===== src/rtl/ecall_unit.sv =====
// Environment-call sequencer: IDLE -> DRAIN -> CALL -> WB -> FLUSH. rf_we is asserted 2 cycles after DRAIN exits and flush 3 cycles after; stall is held throughout.
// DRAIN waits on mem_idle, bounded by DRAIN_TIMEOUT. do_ecall is a synthesizable stand-in for the host call. Optional ECALL_EXIT_EN: exit (a7==93) halts the core.
module ecall_unit #(
    parameter int DATA_WIDTH    = 64,
    parameter int NUM_ARGS      = 8,
    parameter int DRAIN_TIMEOUT = 255,
    parameter int RF_ADDR_W     = 5
) (
    input  logic                           clk,
    input  logic                           reset,
    input  logic                           trigger,
    input  logic [DATA_WIDTH-1:0]          epc,
    input  logic [NUM_ARGS*DATA_WIDTH-1:0] args,
    input  logic                           mem_idle,
    output logic                           busy,
    output logic                           stall,
    output logic                           rf_we,
    output logic [RF_ADDR_W-1:0]           rf_waddr,
    output logic [DATA_WIDTH-1:0]          rf_wdata,
    output logic                           flush,
    output logic [DATA_WIDTH-1:0]          redirect_pc,
    output logic                           drain_timeout,
    output logic                           halt
);
    localparam int CNT_W = $clog2(DRAIN_TIMEOUT + 1);
    localparam int DW    = DATA_WIDTH;

    generate
        if (NUM_ARGS != 8) begin : g_bad_num_args
            $error("ecall_unit: NUM_ARGS must be 8");
        end
    endgenerate

    typedef enum logic [2:0] {S_IDLE, S_DRAIN, S_CALL, S_WB, S_FLUSH} state_t;

    state_t                     state;
    state_t                     state_nxt;
    logic [NUM_ARGS*DW-1:0]     args_q;
    logic [DW-1:0]              epc_q;
    logic [CNT_W-1:0]           cnt;
    logic                       timeout_set;
    logic                       is_exit;
    logic                       halt_q;
    logic                       accept;

    // Host-call hook: call number in a7, arguments a0..a6.
    function automatic logic [DW-1:0] do_ecall(
        input logic [DW-1:0] num,
        input logic [DW-1:0] a0, input logic [DW-1:0] a1, input logic [DW-1:0] a2,
        input logic [DW-1:0] a3, input logic [DW-1:0] a4, input logic [DW-1:0] a5,
        input logic [DW-1:0] a6
    );
        return num ^ (a0 + a1 + a2 + a3 + a4 + a5 + a6);
    endfunction

`ifdef ECALL_EXIT_EN
    assign is_exit = (args_q[7*DW +: DW] == DW'(93));

    always_ff @(posedge clk or posedge reset) begin
        if (reset)
            halt_q <= 1'b0;
        else if (state == S_CALL && is_exit)
            halt_q <= 1'b1;
    end
`else
    assign is_exit = 1'b0;
    assign halt_q  = 1'b0;
`endif

    // A halted core parks in IDLE and never accepts another call.
    assign accept = trigger && !halt_q;

    always_comb begin
        state_nxt   = state;
        timeout_set = 1'b0;
        case (state)
            S_IDLE:  if (accept) state_nxt = S_DRAIN;
            S_DRAIN: begin
                if (mem_idle) begin
                    state_nxt = S_CALL;
                end else if (cnt == CNT_W'(DRAIN_TIMEOUT)) begin
                    state_nxt   = S_CALL;
                    timeout_set = 1'b1;
                end
            end
            S_CALL:  state_nxt = is_exit ? S_FLUSH : S_WB;
            S_WB:    state_nxt = S_FLUSH;
            S_FLUSH: state_nxt = S_IDLE;
            default: state_nxt = S_IDLE;
        endcase
    end

    always_ff @(posedge clk or posedge reset) begin
        if (reset) begin
            state         <= S_IDLE;
            args_q        <= '0;
            epc_q         <= '0;
            cnt           <= '0;
            drain_timeout <= 1'b0;
            rf_wdata      <= '0;
            redirect_pc   <= '0;
        end else begin
            state <= state_nxt;
            if (state == S_IDLE && accept) begin
                args_q <= args;
                epc_q  <= epc;
            end
            cnt <= (state == S_DRAIN) ? cnt + 1'b1 : '0;
            if (timeout_set)
                drain_timeout <= 1'b1;
            // Exit calls never write back, so rf_wdata keeps its previous value.
            if (state == S_CALL && !is_exit)
                rf_wdata <= do_ecall(args_q[7*DW +: DW],
                                     args_q[0*DW +: DW], args_q[1*DW +: DW],
                                     args_q[2*DW +: DW], args_q[3*DW +: DW],
                                     args_q[4*DW +: DW], args_q[5*DW +: DW],
                                     args_q[6*DW +: DW]);
            if (state_nxt == S_FLUSH)
                redirect_pc <= epc_q + DW'(4);
        end
    end

    assign busy     = (state != S_IDLE) || halt_q;
    assign stall    = busy;
    assign rf_we    = (state == S_WB);
    assign rf_waddr = RF_ADDR_W'(10);
    assign flush    = (state == S_FLUSH);
    assign halt     = halt_q;

endmodule

===== config.mk =====
export PLATFORM = sky130hd
export DESIGN_NAME = ecall_unit
export DESIGN_NICKNAME = d
export VERILOG_FILES = /design/src/rtl/ecall_unit.sv
export SDC_FILE = /design/constraint.sdc
export NUM_CORES = 2
export LEC_CHECK = 0
export ABC_AREA = 0
export ABC_CLOCK_PERIOD_IN_PS = 60800
export CAP_MARGIN = 10
export CORE_AREA = 2 2 285 287
export DETAILED_ROUTE_END_ITERATION = 12
export DIE_AREA = 0 0 287 289
export PLACE_DENSITY_LB_ADDON = 0.25
export SLEW_MARGIN = 20
export SYNTH_ARGS = -nofsm -noshare
export SYNTH_HDL_FRONTEND = slang
export SYNTH_SLANG_ARGS = --single-unit

===== constraint.sdc =====
create_clock -name clk -period 60.8 [get_ports clk]
set_clock_uncertainty 0.15 [all_clocks]
set_input_delay 12.16 -clock clk [delete_from_list [all_inputs] [get_ports clk]]
set_output_delay 12.16 -clock clk [all_outputs]
set_load 0.02 [all_outputs]

# == Word level (Yosys, flattened, before mapping) ==
# Index checks and enable logic that the tools add are counted.
# totals
out_inout_bits,139
regBits,716
# classes
addsub,8
reduce_logical,3
n_mux,8
eq_ne,6
n_bitwise,1
# ops
operator,count
adder 64 bit,6
adder 64 x 3 -> 64 bit (second input constant),1
bitwise XOR 64 bit,1
one-hot mux 3 bit (4 select lines),1
two-way mux 3 bit,3
adder 8 x 1 -> 8 bit (second input constant),1
equality test 8 bit (second input constant),1
two-way mux 8 bit,1
equality test 3 x 2 -> 1 bit (second input constant),2
equality test 3 bit (second input constant),2
equality test 3 x 1 -> 1 bit (second input constant),1
zero test 3 bit,1
two-way mux 1 bit,3
nonzero test 3 bit,1
logical AND 1 bit,1

# == Depth between registers and ports, before layout ==
# depth
ltp_word,7
ltp_mapped,20
depth_no_buf,19

# == Worst setup path before layout ==
# Ideal clock, no wire load.
# synth_path
path_kind,input -> register
startpoint,in trigger
endpoint,reg args_q[0]
n_path_buf,2
arrival_time_ps,13493
cell_stages,5
path_slack_ps,47033
setup_time_ps,125
required_time_ps,60525
cell_sequence,inv_1 > nor2_1 > clkbuf_1 > clkbuf_1 > mux2_2
# synth_between
elab_chain_cells,1
# synth_rtl
item,line_no,text
"start, declared",11,"input logic trigger,"
logical AND 1 bit,104,if (state == S_IDLE && accept) begin
"end signal, assigned",105,args_q <= args;
"end, declared",38,logic [NUM_ARGS*DW-1:0] args_q;
# Every way passes these cells.
# A chain may end at the register's enable or synchronous reset.

# == Worst setup path after layout ==
# layout_path
startpoint,in trigger
endpoint,reg epc_q[2]
# layout_between
elab_chain_cells,1
# layout_rtl
item,line_no,text
logical AND 1 bit,104,
"end signal, assigned",106,epc_q <= epc;
"end, declared",39,logic [DW-1:0] epc_q;
# Every way passes these cells.

==> metrics.cfg <==
[critical_path]
worst_path_cell_chain=clkdlybuf4s50_1 > inv_1 > nor2_4 > buf_4 > buf_4 > buf_4 > buf_4 > buf_4 > mux2_2
worst-r2r-cell-count=8
critPathArrivalTime_ns=17.74
critical-path-slowest-cell=sky130_fd_sc_hd__buf_4
critPathKind=in -> reg
data_required_time_of_the_critical_path_ns=61.15
cpMostUsedCell=sky130_fd_sc_hd__buf_4
cp.buffers_inverters=7
critical-path-top-delay-family=buffers and inverters
critPathMaxStageDelay_ns=0.83
timing.critical_path.to_type=flip-flop
setup.worst_path.start_class=input port
timing.critical_path.fanout_max=108
cell_depth_of_the_worst_setup_path=9
reg2reg_setup_slack_ns=54.36

[place]
place.port_buffers=712
place.gp.congestion=0.8943
detailed_place_hpwl_um=80660

[drt]
drt_first_pass_iters=5
drc=0
routed_wire_length_per_instance_um=18.65
drt-vias-per-instance=4.991
dr_total_vias=27940
drtAntennaViolNets=0
routed_wirelength_um=104400
initialDrtViolationCount=1488

[logic_synthesis]
yosys_warnings=0
synth-edff-count=0
syn-instance-count=3788
yosys.cell_types.count=62
ys_seq_area_share_pct=45.24
ys_dominant_reg_cell=sky130_fd_sc_hd__dfrtp_1
synth_async_sr_flop_share_pct=100.0
ys_ff_latch=716
syn-mean-instance-area_sq_um=10.45
mapped_cell_area_sq_um=39600

[floorplanning]
floorplan.die_area_sq_um=82940
top_level_ports=719
chipHeight_um=289
core_region_area_sq_um=79900
floorplan.die.width_um=287
initial_utilization_pct=49.57
fp-row-count=104

[clock_network]
cts_root_buffer=sky130_fd_sc_hd__clkbuf_16
tritoncts.num_buffers=80
cts_tree=built
worst_setup_hold_path_clk_slew_ns=0.06
cts_setup_buffers=0
ctsResizeCount=0
htreeDepth=3
cts_buffer_depth=3
clk-insertion-delay-late_ns=0.63
hold_fix_buffers_at_cts=0
cts_num_sinks=716

[grt]
first_global_vias=29850
global_route.overflow_total=0
antenna_found_initial=39
groute.usage.overall_pct=25.55
global_route_wire_length_before_repair_um=163900
grt_start_max_net_pins=151

[final_layout]
layout_commonest_cell=sky130_fd_sc_hd__dfrtp_1
layout-drive-gt1-share_pct=9.732
fillers=6476
layout_common_cells=716 x sky130_fd_sc_hd__dfrtp_1, 712 x sky130_fd_sc_hd__clkdlybuf4s50_1, 700 x sky130_fd_sc_hd__inv_1
design.final.nets=5411
areaGrowthSynthToFinish_pct=27.34

[timing]
setup_tns_ns=0
final_hold_viol_count=0
fmax_mhz=57.51
timing.final.setup_violations=0
setup_repair_after_global_routing_missed_its_margin=false
finalMaxSlewViolations=0
tightestPinTransition_ns=1.007
max_slew_margin_pct=32.90
holdWs_ns=0.3158
min_period_over_period_pct=28.60
post-route-min-period_ns=17.39

[outcome]
result_of_the_run=completed

[job]
max_cap_viol_count=0

[hold_path]
hold_class=reg -> reg
timing.hold.worst_path_depth=1

==> routing by layer <==
metal	GRT usage, %	up-vias	share of wire (%)
li1	-	13220	-
met1	31.56	13700	40
met2	42.14	752	48
met3	7.283	233	7.7
met4	11.02	28	4.0
met5	0	-	0.18
==> state kept, by name, summed over array words and instances (netlist names) <==
register	flops
rf_wdata	64
epc_q	64
args_q	512
redirect_pc	64
cnt	8
state	3
drain_timeout	1
==> per-stage QoR <==
stage / utilization, % / setup slack (ns) / cells / area (sq um)
after floorplan: - / 28.41 / 3792 / 39620
after global routing: 63.10 / 42.99 / 5592 / 50420
after detailed placement: 59.63 / 42.81 / 5430 / 47640
final: 63.12 / 43.41 / 5598 / 50430
after CTS: 63.04 / 43.45 / 5571 / 50360
after global placement: 59.63 / 42.85 / 5430 / 47640
==> synthesized netlist by cell type, types with 4 or more instances <==
cell                       number  area (sq um)
sky130_fd_sc_hd__and3_1        17         106.4
sky130_fd_sc_hd__nand3_1       35         175.2
sky130_fd_sc_hd__clkbuf_1     134         503.0
sky130_fd_sc_hd__o31ai_1        8         60.06
sky130_fd_sc_hd__o21ai_1       21         105.1
sky130_fd_sc_hd__xor2_1        69         604.3
sky130_fd_sc_hd__a211oi_1       9         67.56
sky130_fd_sc_hd__and4_1         4         35.03
sky130_fd_sc_hd__o21bai_1      12         90.09
sky130_fd_sc_hd__a21oi_1       77         385.4
sky130_fd_sc_hd__mux2_2       271          3052
sky130_fd_sc_hd__nor3_1        11         55.05
sky130_fd_sc_hd__or3_1          5         31.28
sky130_fd_sc_hd__buf_2         10         50.05
sky130_fd_sc_hd__a31oi_1        8         50.05
sky130_fd_sc_hd__nand2_1      518          1944
sky130_fd_sc_hd__o211ai_1       4         30.03
sky130_fd_sc_hd__dfrtp_1      716         17920
sky130_fd_sc_hd__buf_1          4         15.01
sky130_fd_sc_hd__o21ai_0      453          2267
sky130_fd_sc_hd__ha_1          67         838.3
sky130_fd_sc_hd__xnor2_1      131          1147
sky130_fd_sc_hd__o21a_1         9         67.56
sky130_fd_sc_hd__and2_1         5         31.28
sky130_fd_sc_hd__inv_1        701          2631
sky130_fd_sc_hd__a21o_1        28         210.2
sky130_fd_sc_hd__nor2_1        65         244.0
sky130_fd_sc_hd__fa_1         312          6246
sky130_fd_sc_hd__nand4_1       28         175.2
sky130_fd_sc_hd__buf_4          7         52.55
==> area by class of cell <==
class / instances / area, sq um / area share, %
flip-flops and latches: 716 / 17920 / 35.53
clock buffers: 107 / 2263 / 4.488
diodes: 27 / 67.56 / 0.1340
multi-input cells: 2220 / 18460 / 36.61
well taps: 1060 / 1326 / 2.630
inverters: 701 / 2639 / 5.232
clock inverters: 34 / 456.7 / 0.9056
repair buffers: 733 / 7297 / 14.47
==> path summary, 6_finish.rpt <==
path                               start            to
worst min register to register    cnt[0]        cnt[0]
worst max register to register  state[1]      epc_q[2]
worst min-delay path              cnt[0]        cnt[0]
worst max-delay path             trigger      epc_q[2]
max in group asynchronous          reset  rf_wdata[48]
min in group asynchronous          reset     epc_q[11]
==> kinds of logic (layout without fill, tap and decap cells) <==
kind of cell | after synthesis | after routing | synth area share [%]
AOI/OAI and AO/OA | 654 | 654 | 9.048
xor gates and xnor gates | 200 | 200 | 4.423
and+or+nand+nor | 709 | 709 | 7.437
other | 2 | 33 | 0.01896
buffers and inverters | 856 | 1575 | 8.211
DFF | 716 | 716 | 45.24
adders and majority gates | 379 | 379 | 17.89
muxes | 272 | 272 | 7.731
Power is left out: the tool's default activity adds up to more than one toggle a clock period on the data nets, which glitch-free logic cannot reach.
